`config.mk`:
```
export PLATFORM = sky130hd
export DESIGN_NAME = module_calc_ctrl
export DESIGN_NICKNAME = d
export VERILOG_FILES = /design/src/rtl/calc_pkg.sv /design/src/rtl/module_calc_alu.sv /design/src/rtl/module_calc_ctrl.sv
export SDC_FILE = /design/constraint.sdc
export NUM_CORES = 1
export LEC_CHECK = 0
export ABC_AREA = 1
export CAP_MARGIN = 20
export CORE_AREA = 3 3 102 104
export DETAILED_ROUTE_END_ITERATION = 12
export DIE_AREA = 0 0 105 107
export PLACE_DENSITY_LB_ADDON = 0.3
export SLEW_MARGIN = 25
export SYNTH_ARGS = -nofsm -noshare
export SYNTH_HDL_FRONTEND = slang
export SYNTH_SLANG_ARGS = --single-unit
```
`constraint.sdc`:
```
create_clock -name clk -period 8.6 [get_ports clk]
set_clock_uncertainty 0.15 [all_clocks]
set_input_delay 1.29 -clock clk [delete_from_list [all_inputs] [get_ports clk]]
set_output_delay 1.29 -clock clk [all_outputs]
set_load 0.01 [all_outputs]
```
`src/rtl/calc_pkg.sv`:
```
// Shared key codes, FSM state encoding and operator encoding for the calculator controller.
package calc_pkg;

    localparam logic [3:0] KEY_ADD = 4'hA;
    localparam logic [3:0] KEY_SUB = 4'hB;
    localparam logic [3:0] KEY_CLR = 4'hC;
    localparam logic [3:0] KEY_DEL = 4'hD;
    localparam logic [3:0] KEY_EQ  = 4'hE;
    localparam logic [3:0] KEY_NOP = 4'hF;

    localparam logic OP_ADD = 1'b0;
    localparam logic OP_SUB = 1'b1;

    typedef enum logic [1:0] {
        ENTER_A,
        ENTER_B,
        CALC,
        SHOW
    } state_t;

endpackage

```
`src/rtl/module_calc_alu.sv`:
```
// Combinational add/subtract unit: saturating add, sign-magnitude subtract.
module module_calc_alu
    import calc_pkg::*;
#(
    parameter int unsigned RES_W = 14
) (
    input  logic [RES_W-1:0] a,
    input  logic [RES_W-1:0] b,
    input  logic             op,
    output logic [RES_W-1:0] result,
    output logic             neg,
    output logic             overflow
);

    logic [RES_W:0] sum;

    always_comb begin
        sum      = {1'b0, a} + {1'b0, b};
        result   = '0;
        neg      = 1'b0;
        overflow = 1'b0;
        if (op == OP_SUB) begin
            if (a >= b) begin
                result = a - b;
            end else begin
                result = b - a;
                neg    = 1'b1;
            end
        end else if (sum[RES_W]) begin
            result   = '1;
            overflow = 1'b1;
        end else begin
            result = sum[RES_W-1:0];
        end
    end

endmodule

```
`src/rtl/module_calc_ctrl.sv`:
```
// Two-operand keypad calculator controller: digit entry, add/subtract, chaining and display.
module module_calc_ctrl
    import calc_pkg::*;
#(
    parameter int unsigned DIGITS = 3,
    parameter int unsigned RES_W  = 14
) (
    input  logic                         clk,
    input  logic                         rst_n,
    input  logic [3:0]                   key_code,
    input  logic                         key_valid,
    output logic                         key_ready,
    output logic [RES_W-1:0]             disp_value,
    output logic                         disp_neg,
    output logic                         result_valid,
    output logic                         overflow,
    output logic [$clog2(DIGITS+1)-1:0]  digit_cnt
);

    localparam int unsigned CNT_W = $clog2(DIGITS + 1);

    state_t           state;
    logic [RES_W-1:0] a, b, result;
    logic             op;

    logic [RES_W-1:0] operand, operand_mul, operand_div;
    logic [RES_W-1:0] alu_result;
    logic             alu_neg, alu_ovf;
    logic             accept, is_digit, is_op;

    assign key_ready   = (state != CALC);
    assign accept      = key_valid && key_ready;
    assign is_digit    = (key_code <= 4'd9);
    assign is_op       = (key_code == KEY_ADD) || (key_code == KEY_SUB);
    // Operand being edited: B only while entering the second operand.
    assign operand     = (state == ENTER_B) ? b : a;
    assign operand_mul = (operand << 3) + (operand << 1) + RES_W'(key_code);
    assign operand_div = operand / RES_W'(10);

    module_calc_alu #(
        .RES_W (RES_W)
    ) u_alu (
        .a        (a),
        .b        (b),
        .op       (op),
        .result   (alu_result),
        .neg      (alu_neg),
        .overflow (alu_ovf)
    );

    always_comb begin
        disp_value = a;
        case (state)
            ENTER_B: disp_value = b;
            CALC:    disp_value = alu_result;
            SHOW:    disp_value = result;
            default: disp_value = a;
        endcase
    end

    always_ff @(posedge clk or negedge rst_n) begin
        if (!rst_n) begin
            state        <= ENTER_A;
            a            <= '0;
            b            <= '0;
            result       <= '0;
            op           <= OP_ADD;
            digit_cnt    <= '0;
            disp_neg     <= 1'b0;
            overflow     <= 1'b0;
            result_valid <= 1'b0;
        end else begin
            result_valid <= 1'b0;
            if (accept && key_code == KEY_CLR) begin
                state     <= ENTER_A;
                a         <= '0;
                b         <= '0;
                result    <= '0;
                digit_cnt <= '0;
                disp_neg  <= 1'b0;
                overflow  <= 1'b0;
            end else begin
                case (state)
                    ENTER_A, ENTER_B: begin
                        if (accept) begin
                            if (is_digit) begin
                                if (digit_cnt < CNT_W'(DIGITS)) begin
                                    if (state == ENTER_B) b <= operand_mul;
                                    else                  a <= operand_mul;
                                    digit_cnt <= digit_cnt + CNT_W'(1);
                                end
                            end else if (key_code == KEY_DEL) begin
                                if (digit_cnt != '0) begin
                                    if (state == ENTER_B) b <= operand_div;
                                    else                  a <= operand_div;
                                    digit_cnt <= digit_cnt - CNT_W'(1);
                                end
                            end else if (is_op && state == ENTER_A && digit_cnt != '0) begin
                                op        <= (key_code == KEY_SUB);
                                b         <= '0;
                                digit_cnt <= '0;
                                state     <= ENTER_B;
                            end else if (key_code == KEY_EQ && state == ENTER_B &&
                                         digit_cnt != '0) begin
                                state <= CALC;
                            end
                        end
                    end
                    CALC: begin
                        result       <= alu_result;
                        disp_neg     <= alu_neg;
                        overflow     <= alu_ovf;
                        result_valid <= 1'b1;
                        state        <= SHOW;
                    end
                    SHOW: begin
                        if (accept) begin
                            if (is_digit) begin
                                a         <= RES_W'(key_code);
                                digit_cnt <= CNT_W'(1);
                                disp_neg  <= 1'b0;
                                overflow  <= 1'b0;
                                state     <= ENTER_A;
                            end else if (is_op && !disp_neg && !overflow) begin
                                // Chain: the shown result becomes the first operand.
                                a         <= result;
                                op        <= (key_code == KEY_SUB);
                                b         <= '0;
                                digit_cnt <= '0;
                                state     <= ENTER_B;
                            end
                        end
                    end
                    default: state <= ENTER_A;
                endcase
            end
        end
    end

endmodule

```
* After elaboration in Yosys (flattened, before gate mapping)
Cells that the tools add are included.
** Storage, ports and cells
- Flip-flop bits (word level) :: 50
- Bits in latches :: 0
- RAM bits :: 0
- Memory bits (read-only) :: 0
- Input port bits :: 7
- Output and inout port bits :: 20
- Word-level logic and storage cells :: 151
- Memories :: 0
** Operators by class
- Add/sub/neg operators :: 7
- $mul :: 0
- Divide/modulo/power cells :: 1
- $lt $le $gt $ge :: 3
- Equality and inequality tests :: 33
- Shifts and indexed selects :: 0
- Multiplexer cells :: 73
- Bitwise operators :: 1
- Reduce and logical (&&, ||, !) cells :: 24
** Operators with widths (count)
- $mux 14 :: 29
- $pmux 14 s2 :: 2
- $pmux 14 s3 :: 1
- $mux 2 :: 19
- $ne 4x4->1 const B :: 7
- $sub 14x14->14 :: 2
- $ne 3x3->1 const B :: 8
- $eq 4x4->1 const B :: 5
- $mux 1 :: 17
- $ne 2x2->1 const B :: 8
- $add 14x14->15 :: 1
- $add 14x14->14 :: 1
- $add 14x4->14 :: 1
- $div 14x4->14 const B :: 1
- $ge 14x14->1 :: 1
- $ne 5x5->1 const B :: 2
- $reduce_and 10->1 :: 1
- $reduce_and 9->1 :: 1
- $logic_and 1x1->1 :: 8
- $reduce_and 8->1 :: 1
- $reduce_and 7->1 :: 1
- $pmux 1 s2 :: 3
- $pmux 2 s3 :: 1
- $reduce_and 6->1 :: 1
- 15 further kinds :: 20

* Depth between registers and ports, before layout
Gate-level depths: netlist of run 1.
- Depth in word-level cells :: 10
- Depth in mapped cells :: 56
- Mapped depth without buffers :: 55

* Modules after synthesis
From an unflattened synthesis of run 1, not the netlist that was laid out.
** Unflattened totals
- Cell total of the unflattened synthesis :: 1176
- Area total of the unflattened synthesis :: 7414.6 µm²
** By module, submodules not included
- module_calc_ctrl :: instances 1, cells an instance 632, area an instance 4453.0 µm², sequential area each 1251.2 µm²
- module_calc_alu :: instances 1, cells an instance 544, area an instance 2961.6 µm², sequential area each 0.0 µm²

* Worst setup path after synthesis of run 1
Ideal clock, no wire load.
- Kind :: register to output
- From :: register a[3]
- To :: output disp_value[3]
- Arrival :: 3.272 ns
- Required time :: 7.160 ns
- Slack :: 3.888 ns
- Cell stages (with the launch flop) :: 27
- Buffers on the path :: 1
- Path through :: dfrtp_1 inv_1 ha_1 clkbuf_1 inv_1 a21oi_1 o31ai_1 nand2_1 nand2_1 a21oi_1 nor2_1 nor2_1 o31ai_1 a21oi_1 o21bai_1 nand2_1 inv_1 nor2_1 nor2_1 nor2_1 inv_1 nor2_1 clkinv_1 o221ai_1 o21ai_0 nor2_1 o21ai_0
** Between the ends
- Longest elaborated chain between the ends :: 4
- Elaborated cells on any way between the ends :: 8
- Those cells by class :: add/sub: 3; order compare: 1; mux: 4
** Ends and longest elaborated chain
- start: declaration :: line module_calc_ctrl.sv:23 : logic [RES_W-1:0] a, b, result;
- start signal: assignment :: line module_calc_ctrl.sv:89 : else a <= operand_mul;
- start signal: assignment :: line module_calc_ctrl.sv:95 : else a <= operand_div;
- start signal: assignment :: line module_calc_ctrl.sv:119 : a <= RES_W'(key_code);
- $add 14x14->15, or another cell as far along :: line module_calc_alu.sv:18 : sum = {1'b0, a} + {1'b0, b};
- $mux 14, on equally long branches :: line module_calc_alu.sv:29, module_calc_alu.sv:23
- $mux 14 :: line module_calc_alu.sv:22 : if (op == OP_SUB) begin
- $pmux 14 s3 (*) :: line module_calc_ctrl.sv:53 : case (state)
- end: declaration :: line module_calc_ctrl.sv:13 : output logic [RES_W-1:0] disp_value,
Mark *: on every way between the ends. The rest lies on a longest branch, timed or not.

* Worst setup path in the final report of run 1
- From :: register a[3]
- To :: output disp_value[5]
** Between the ends
- Longest elaborated chain between the ends :: 4
- Elaborated cells on any way between the ends :: 8
- Those cells by class :: add/sub: 3; order compare: 1; mux: 4
** Ends and longest elaborated chain (line)
- $add 14x14->15, or another cell as far along :: module_calc_alu.sv:18
- $mux 14, on equally long branches :: module_calc_alu.sv:29, module_calc_alu.sv:23
- $mux 14 (*) :: module_calc_alu.sv:22
- $pmux 14 s3 (*) :: module_calc_ctrl.sv:53
Marked as above.

==> impl_metrics.env, run 1 <==
export IMPL_outcome="complete, no violations"
export IMPL_slew_viol_final=0
export IMPL_start_kind="flop"
export IMPL_numCtsBuffers=5
export IMPL_grt_pass1_wl_mm=28.5
export IMPL_grt_total_usage_pct=31.2
export IMPL_relSlewSlack_pct=34.9
export IMPL_dp_cells=1065
export IMPL_grt_antenna_before_repair=0
export IMPL_tns_ns=0
export IMPL_core_area_um2=9640
export IMPL_crit_path_end_kind="primary output"
export IMPL_final_cell_mix="nand2_1 (152), inv_1 (145), o21ai_0 (87)"
export IMPL_port_buffers=26
export IMPL_drc_errors=0
export IMPL_critPathMaxFanout=10
export IMPL_hold_ws_ns=0.418
export IMPL_wl_per_cell_um=16.1
export IMPL_cts_setup_buffers=0
export IMPL_die_area_um2=11200
export IMPL_rows=36
export IMPL_critPathMostFrequentCell="nor2_1"
export IMPL_drtIter0Drc=697
export IMPL_rsz0062_at_grt="false"
export IMPL_critPathSlowestCell="clkdlybuf4s50_1"
export IMPL_synth_top_area_share_pct=20.1
export IMPL_yosys_area_top_type="dfrtp_1"
export IMPL_num_vias=6347
export IMPL_synth_seq_cells=50
export IMPL_synth_avg_cell_area_um2=6.72
export IMPL_cts_hold_buf=0
export IMPL_multiInputGateArea_um2=4240
export IMPL_synthToLayoutAreaGrowth_pct=6.94
export IMPL_io_pins=27
export IMPL_tightest_slew_ns=0.973
export IMPL_h_tree_depth=2
export IMPL_clockRootBuffer="clkbuf_8"
export IMPL_cts_resized_gates=0
export IMPL_cp_data_required_time_ns=7.16
export IMPL_grt_pass1_vias=5879
export IMPL_start_util_pct=64.5
export IMPL_clk_pin_slew_ns=0.10
export IMPL_routed_wl_mm=17.3
export IMPL_grt_max_degree=51
export IMPL_slowest_delay_ns=0.52
export IMPL_mostFrequentLayoutCell="nand2_1"
export IMPL_first_pass_iters=5
export IMPL_die_y_um=107
export IMPL_syn_inst=926
export IMPL_die_w_um=105
export IMPL_cts_sinks=50
export IMPL_final_nets=1016
export IMPL_synth_area_leaders="dfrtp_1 (20%), ha_1 (13%), nand2_1 (9.2%), inv_1 (8.8%), o21ai_0 (7.0%)"
export IMPL_globalplace_congestion=0.960
export IMPL_nFillCells=884
export IMPL_cts_tree="done"
export IMPL_min_path_type="flop to flop"
export IMPL_yosysWarnings=0
export IMPL_clkLatencyLatePin_ns=0.32
export IMPL_antenna_cells=0
export IMPL_fmaxAchievable_mhz=155
export IMPL_syn_cell_area_um2=6220
export IMPL_antenna_left=0
export IMPL_crit_type="flop to primary output"
export IMPL_grt_overflow_total=0
export IMPL_drive_gt1_share_pct=9.57
export IMPL_hold_viol=0
export IMPL_clock_path_buffers=2
export IMPL_via_per_inst=5.92
export IMPL_drv_cap=0
export IMPL_syn_nets=1003
export IMPL_stdcell_count=1073
export IMPL_setup_violations=0
export IMPL_area_sequential_um2=1250
export IMPL_final_area_um2=6650
export IMPL_placed_area_um2=6560
export IMPL_finalCritPeriodShare_pct=74.9
export IMPL_synthDistinctLibCells=45
export IMPL_synth_seq_area_share_pct=20.1
export IMPL_min_period_ns=6.44
export IMPL_hpwl_mm=13.6
export IMPL_crit_arrival_ns=5.00
[cells by family after synthesis]
kind of cell / Yosys count / share of synthesized area [%]
xor+xnor: 15 / 2.11
simple gates: 348 / 26.3
buf+inv: 188 / 11.8
fa+ha+maj: 70 / 14.7
mux: 1 / 0.161
flops: 50 / 20.1
compound gates: 254 / 24.9
[sequential cells by signal, summed over array words and instances, names as in the netlist]
register      cells
digit_cnt         2
b                14
state             2
result_valid      1
result           14
op                1
overflow          1
disp_neg          1
a                14
[metal layers]
| layer | vias to the layer above | GRT usage, % | share of wire [%] |
|---|---|---|---|
| met3 | 30 | 6.50 | 8.9 |
| met1 | 2918 | 42.8 | 44 |
| met5 | - | 0 | 0 |
| li1 | 3110 | - | - |
| met2 | 289 | 49.5 | 44 |
| met4 | 0 | 9.37 | 2.4 |
[final cells by class]
class	instances	area share, %
Inverter	164	9.29
Multi-Input combinational cell	688	63.7
Clock buffer	6	1.24
Timing Repair Buffer	30	4.29
Clock inverter	2	0.188
Tap cell	133	2.50
Sequential cell	50	18.8
[worst max-delay path: cells and delay by family, from the launching register on]
kind            cells  cell delay (ns)
compound gates      9             1.40
fa+ha+maj           1             0.47
buf+inv             6             1.22
flops               1             0.41
simple gates       10             1.19
[cell usage after synthesis (all sizes together)]
cell and n:
a21o 6, o211ai 5, dfrtp 50, ha 65
fa 5, o2111ai 10, clkinv 2, a31oi 5
o32ai 12, nand2 190, a2bb2oi 4, o31ai 8
o21bai 7, clkbuf 19, nor3 2, o21ai 101
a211oi 4, nand3 58, o21a 4, nand4 6
a221o 1, a21oi 73, buf 5, or2 5
inv 162, a221oi 3, o221ai 6, xor2 12
xnor2 3, nor2 87, o22ai 5, mux2i 1
[per-stage QoR]
stage	worst slack [ns]	utilization [%]
5_1_grt	1.67	69.0
4_1_cts	2.28	69.0
3_3_place_gp	2.64	68.0
6_report	2.16	69.0
3_5_place_dp	2.64	68.0
2_1_floorplan	3.89	-
[worst paths after layout]
kind | startpoint | end | slack (ns) | depth (start not counted)
setup / recovery | a[3]$_DFFE_PN0P_ | disp_value[5] | 2.16 | 26
hold / removal | result[13]$_DFFE_PN0P_ | result[13]$_DFFE_PN0P_ | 0.42 | 2
setup reg to reg | state[0]$_DFFE_PN0P_ | a[1]$_DFFE_PN0P_ | 3.25 | 47
hold reg to reg | result[13]$_DFFE_PN0P_ | result[13]$_DFFE_PN0P_ | 0.42 | 2
max in group asynchronous | rst_n | result_valid$_DFF_PN0_ | 6.96 | 2
min in group asynchronous | rst_n | op$_DFFE_PN0P_ | 0.92 | 2
Power of run 1 is not shown: default switching activity piles up to over one toggle a cycle in this logic, so the estimate is an artifact.
==> run 2, diff against run 1 <==
--- a/config.mk
+++ b/config.mk
@@ -7,9 +7,9 @@
 export LEC_CHECK = 0
 export ABC_AREA = 1
 export CAP_MARGIN = 20
-export CORE_AREA = 3 3 102 104
+export CORE_AREA = 3 3 109 111
 export DETAILED_ROUTE_END_ITERATION = 12
-export DIE_AREA = 0 0 105 107
+export DIE_AREA = 0 0 112 114
 export PLACE_DENSITY_LB_ADDON = 0.3
 export SLEW_MARGIN = 25
 export SYNTH_ARGS = -nofsm -noshare
==> constraint.sdc (replaced) <==
create_clock -name clk -period 5.8 [get_ports clk]
set_clock_uncertainty 0.15 [all_clocks]
set_input_delay 0.87 -clock clk [delete_from_list [all_inputs] [get_ports clk]]
set_output_delay 0.87 -clock clk [all_outputs]
set_load 0.01 [all_outputs]
==> impl_metrics.env, run 2 (synthesized netlist as in run 1, its figures left out) <==
export IMPL_mostFrequentLayoutCell="nand2_1"
export IMPL_outcome="complete, no violations"
export IMPL_antenna_left=0
export IMPL_crit_arrival_ns=4.41
export IMPL_drtIter0Drc=699
export IMPL_final_nets=1018
export IMPL_slew_viol_final=0
export IMPL_clockRootBuffer="clkbuf_8"
export IMPL_finalCritPeriodShare_pct=93.6
export IMPL_globalplace_congestion=0.972
export IMPL_grt_antenna_before_repair=0
export IMPL_grt_max_degree=51
export IMPL_synthToLayoutAreaGrowth_pct=8.07
export IMPL_cts_resized_gates=0
export IMPL_first_pass_iters=6
export IMPL_r2r_slack_ns=0.63
export IMPL_crit_path_end_kind="primary output"
export IMPL_cts_setup_buffers=0
export IMPL_die_area_um2=12800
export IMPL_grt_total_usage_pct=28.9
export IMPL_start_util_pct=57.1
export IMPL_reg2reg_depth=46
export IMPL_io_pins=27
export IMPL_fmaxAchievable_mhz=184
export IMPL_nFillCells=1039
export IMPL_drive_gt1_share_pct=10.5
export IMPL_r2r_start="state[1]$_DFFE_PN0P_"
export IMPL_routed_wl_mm=18.3
export IMPL_drc_errors=0
export IMPL_antenna_cells=0
export IMPL_start_kind="flop"
export IMPL_crit_type="flop to primary output"
export IMPL_grt_pass1_vias=6100
export IMPL_via_per_inst=6.02
export IMPL_h_tree_depth=2
export IMPL_wl_per_cell_um=16.9
export IMPL_tightest_slew_ns=0.947
export IMPL_area_sequential_um2=1250
export IMPL_cts_hold_buf=0
export IMPL_min_period_ns=5.43
export IMPL_port_buffers=26
export IMPL_cts_sinks=50
export IMPL_endpoint="disp_value[1]"
export IMPL_min_path_type="flop to flop"
export IMPL_clkLatencyLatePin_ns=0.33
export IMPL_final_cell_mix="nand2_1 (152), inv_1 (145), nor2_1 (85), o21ai_0 (85), a21oi_1 (72)"
export IMPL_setup_violations=0
export IMPL_crit_start="a[1]$_DFFE_PN0P_"
export IMPL_utilization_pct=61.7
export IMPL_cts_tree="done"
export IMPL_reg2reg_to="b[0]$_DFFE_PN0P_"
export IMPL_grt_overflow_total=0
export IMPL_drv_cap=0
export IMPL_hold_viol=0
export IMPL_clock_path_buffers=2
export IMPL_top_regs="a: 14 flops, b: 14 flops, result: 14 flops"
export IMPL_die_w_um=112
export IMPL_relSlewSlack_pct=36.7
export IMPL_num_vias=6514
export IMPL_core_area_um2=10900
export IMPL_clk_pin_slew_ns=0.11
export IMPL_multiInputGateArea_um2=4260
export IMPL_rows=38
export IMPL_cp_data_required_time_ns=4.78
export IMPL_grt_pass1_wl_mm=30.1
export IMPL_die_y_um=114
export IMPL_critPathMaxFanout=5
export IMPL_hpwl_mm=14.4
export IMPL_numCtsBuffers=5
[run 2: area by class of cell]
cell class / count / area share (%)
multi-input combinational: 688 / 63.4
sequential: 50 / 18.6
clock inverter: 3 / 0.707
inverter: 164 / 9.20
tap: 140 / 2.61
timing repair buffer: 32 / 4.47
clock buffer: 5 / 1.02
[run 2: worst min path at each step]
| stage | from | endpoint | cells after the start |
|---|---|---|---|
| after floorplan | result[9]$_DFFE_PN0P_ | result[9]$_DFFE_PN0P_ | 2 |
| after global placement | result[11]$_DFFE_PN0P_ | result[11]$_DFFE_PN0P_ | 2 |
| after detailed placement | result[11]$_DFFE_PN0P_ | result[11]$_DFFE_PN0P_ | 2 |
| after CTS | result[2]$_DFFE_PN0P_ | result[2]$_DFFE_PN0P_ | 2 |
| after global routing | result[2]$_DFFE_PN0P_ | result[2]$_DFFE_PN0P_ | 2 |
| final | result[11]$_DFFE_PN0P_ | result[11]$_DFFE_PN0P_ | 2 |
[run 2: per-stage QoR]
stage	instance area [um^2]	TNS (ns)	hold slack, ns	std cells	setup WS [ns]
floorplan	6220	0	0.363	926	1.51
global placement	6580	0	0.386	1074	0.696
detailed placement	6580	0	0.396	1074	0.617
CTS	6700	0	0.416	1082	0.245
global route	6720	-0.00824	0.450	1082	-0.00824
finish	6720	0	0.424	1082	0.373
[run 2: worst max-delay path, cell delays in order, from the launching register on]
cell	delay (ns)
dfrtp_1	0.47
inv_1	0.18
fa_1	0.49
o31ai_2	0.28
nand2_1	0.11
nand2_1	0.09
a21oi_1	0.06
nor2_1	0.09
nor2_1	0.07
o31ai_2	0.24
a21oi_1	0.11
o21bai_1	0.17
nand2_1	0.07
inv_1	0.06
nor2_1	0.04
nor2_1	0.08
nor2_1	0.06
inv_1	0.05
nor2_1	0.05
buf_4	0.17
a221o_1	0.30
o21ai_0	0.11
nor2_1	0.07
o21ai_0	0.09
clkdlybuf4s50_1	0.58
[run 2: routing by layer]
layer | track usage, % | share of wire, % | vias to the layer above
met5 | 0 | 0 | -
met4 | 10.0 | 3.0 | 0
met3 | 4.35 | 10 | 51
met2 | 45.5 | 44 | 324
met1 | 40.8 | 43 | 3028
li1 | - | - | 3111
Power of run 2 is left out for the same reason.
==> run 3, diff against run 2 <==
--- a/config.mk
+++ b/config.mk
@@ -7,9 +7,9 @@
 export LEC_CHECK = 0
 export ABC_AREA = 1
 export CAP_MARGIN = 20
-export CORE_AREA = 3 3 109 111
+export CORE_AREA = 3 3 165 167
 export DETAILED_ROUTE_END_ITERATION = 12
-export DIE_AREA = 0 0 112 114
+export DIE_AREA = 0 0 168 170
 export PLACE_DENSITY_LB_ADDON = 0.3
 export SLEW_MARGIN = 25
 export SYNTH_ARGS = -nofsm -noshare
==> constraint.sdc (replaced) <==
create_clock -name clk -period 6.56 [get_ports clk]
set_clock_uncertainty 0.15 [all_clocks]
set_input_delay 0.984 -clock clk [delete_from_list [all_inputs] [get_ports clk]]
set_output_delay 0.984 -clock clk [all_outputs]
set_load 0.01 [all_outputs]
==> impl_metrics.env, run 3 (synthesized netlist as in run 1, its figures left out) <==
export IMPL_crit_arrival_ns=4.85
export IMPL_start_kind="flop"
export IMPL_finalWorstSetupSlack_ns=0.573
export IMPL_tns_ns=0
export IMPL_clockRootBuffer="clkbuf_16"
export IMPL_min_path_type="flop to flop"
export IMPL_mostFrequentLayoutCell="nand2_1"
export IMPL_setup_violations=0
export IMPL_wl_per_cell_um=15.9
export IMPL_top_regs="a: 14 flops, b: 14 flops, result: 14 flops"
export IMPL_cts_setup_buffers=0
export IMPL_crit_path_end_kind="primary output"
export IMPL_drive_gt1_share_pct=9.77
export IMPL_grt_total_usage_pct=14.2
export IMPL_rsz0062_at_grt="false"
export IMPL_finalCritPeriodShare_pct=91.3
export IMPL_hold_ws_ns=0.425
export IMPL_clkLatencyLatePin_ns=0.29
export IMPL_fmaxAchievable_mhz=167
export IMPL_grt_max_degree=51
export IMPL_outcome="complete, no violations"
export IMPL_numCtsBuffers=5
export IMPL_cts_hold_buf=0
export IMPL_reg2reg_to="b[0]$_DFFE_PN0P_"
export IMPL_r2r_slack_ns=1.25
export IMPL_cp_data_required_time_ns=5.43
export IMPL_final_cell_mix="nand2_1 (152), inv_1 (145), o21ai_0 (87)"
export IMPL_via_per_inst=4.83
export IMPL_io_pins=27
export IMPL_synthToLayoutAreaGrowth_pct=12.4
export IMPL_slew_viol_final=0
export IMPL_crit_type="flop to primary output"
export IMPL_routed_wl_mm=20.3
export IMPL_core_area_um2=25900
export IMPL_grt_antenna_before_repair=0
export IMPL_start_util_pct=24.0
export IMPL_num_vias=6168
export IMPL_first_pass_iters=5
export IMPL_die_area_um2=28600
export IMPL_hold_viol=0
export IMPL_drv_cap=0
export IMPL_area_sequential_um2=1250
export IMPL_clk_pin_slew_ns=0.07
export IMPL_die_w_um=168
export IMPL_drtIter0Drc=461
export IMPL_port_buffers=26
export IMPL_critPathMaxFanout=10
export IMPL_h_tree_depth=2
export IMPL_hold_path_startpoint="result[11]$_DFFE_PN0P_"
export IMPL_grt_pass1_wl_mm=33.1
export IMPL_final_nets=1018
export IMPL_drc_errors=0
export IMPL_tightest_slew_ns=0.936
export IMPL_rows=59
export IMPL_antenna_cells=0
export IMPL_pre_cts_ws_ns=1.02
export IMPL_reg2reg_depth=47
export IMPL_globalplace_congestion=0.918
export IMPL_antenna_left=0
export IMPL_r2r_start="state[0]$_DFFE_PN0P_"
export IMPL_cts_sinks=50
export IMPL_hold_end="result[11]$_DFFE_PN0P_"
export IMPL_multiInputGateArea_um2=4240
export IMPL_cts_tree="done"
export IMPL_min_period_ns=5.99
export IMPL_die_y_um=170
export IMPL_grt_pass1_vias=6108
export IMPL_clock_path_buffers=2
export IMPL_cts_resized_gates=0
export IMPL_hpwl_mm=16.5
export IMPL_grt_overflow_total=0
export IMPL_holdPathStages=2
export IMPL_nFillCells=2865
export IMPL_relSlewSlack_pct=37.5
[run 3: cell types whose count changed in the layout (fill, tap and decap cells not counted), moves of 2 or more]
cell       before  now
clkbuf_16       0    5
clkbuf_8        5    0
clkinv_2        0    2
o21ai_0        85   87
o21ai_1         8    6
o31ai_1         6    8
o31ai_2         2    0
[run 3: metal layers]
layer  routed length, um  share of wire [%]  up-vias  GRT usage, %
met4                 508                2.5        0          4.38
li1                    -                  -     3112             -
met1                9240                 45     2874          18.9
met5                   0                  0        -             0
met3                 798                3.9       29         0.906
met2                9790                 48      153          24.9
[run 3: worst max path at each step]
stage	start	end	slack, ns	cells past startpoint
final	a[3]$_DFFE_PN0P_	disp_value[10]	0.57	24
after global routing	a[3]$_DFFE_PN0P_	disp_value[7]	0.12	26
after detailed placement	a[3]$_DFFE_PN0P_	disp_value[10]	1.02	24
after CTS	a[3]$_DFFE_PN0P_	disp_value[10]	0.67	24
after global placement	a[3]$_DFFE_PN0P_	disp_value[10]	1.10	24
after floorplan	a[3]$_DFFE_PN0P_	disp_value[3]	2.15	26
[run 3: metrics by stage]
| stage | std cells | instance area [um^2] | utilization (%) |
|---|---|---|---|
| 2_1_floorplan | 926 | 6220 | - |
| 3_3_place_gp | 1269 | 6820 | 26.3 |
| 3_5_place_dp | 1269 | 6820 | 26.3 |
| 4_1_cts | 1277 | 6990 | 27.0 |
| 5_1_grt | 1277 | 6990 | 27.0 |
| 6_report | 1277 | 6990 | 27.0 |
[run 3: area by class of cell]
type / instances / share of cell area [%]
Multi-Input combinational cell: 688 / 60.6
Sequential cell: 50 / 17.9
Inverter: 164 / 8.84
Tap cell: 335 / 6.00
Timing Repair Buffer: 32 / 4.30
Clock buffer: 5 / 1.79
Clock inverter: 3 / 0.573
[run 3: critical path: stages (launching register included)]
cell and delay [ns]:
dfrtp_1 0.40, inv_1 0.09, ha_1 0.43, inv_1 0.12, a21oi_1 0.16, o31ai_1 0.13, nand2_1 0.11, nand2_1 0.07
a21oi_1 0.13, nor2_1 0.05, nor2_1 0.16, o31ai_1 0.12, a21oi_1 0.14, o21bai_1 0.09, nand2_1 0.07, inv_1 0.04
nor2_1 0.08, nor2_1 0.04, nor2_1 0.12, inv_1 0.06, nor2_1 0.28, clkinv_1 0.36, o21ai_0 0.56, o2111ai_1 0.21
clkdlybuf4s50_1 0.53
Power of run 3 is left out for the same reason.
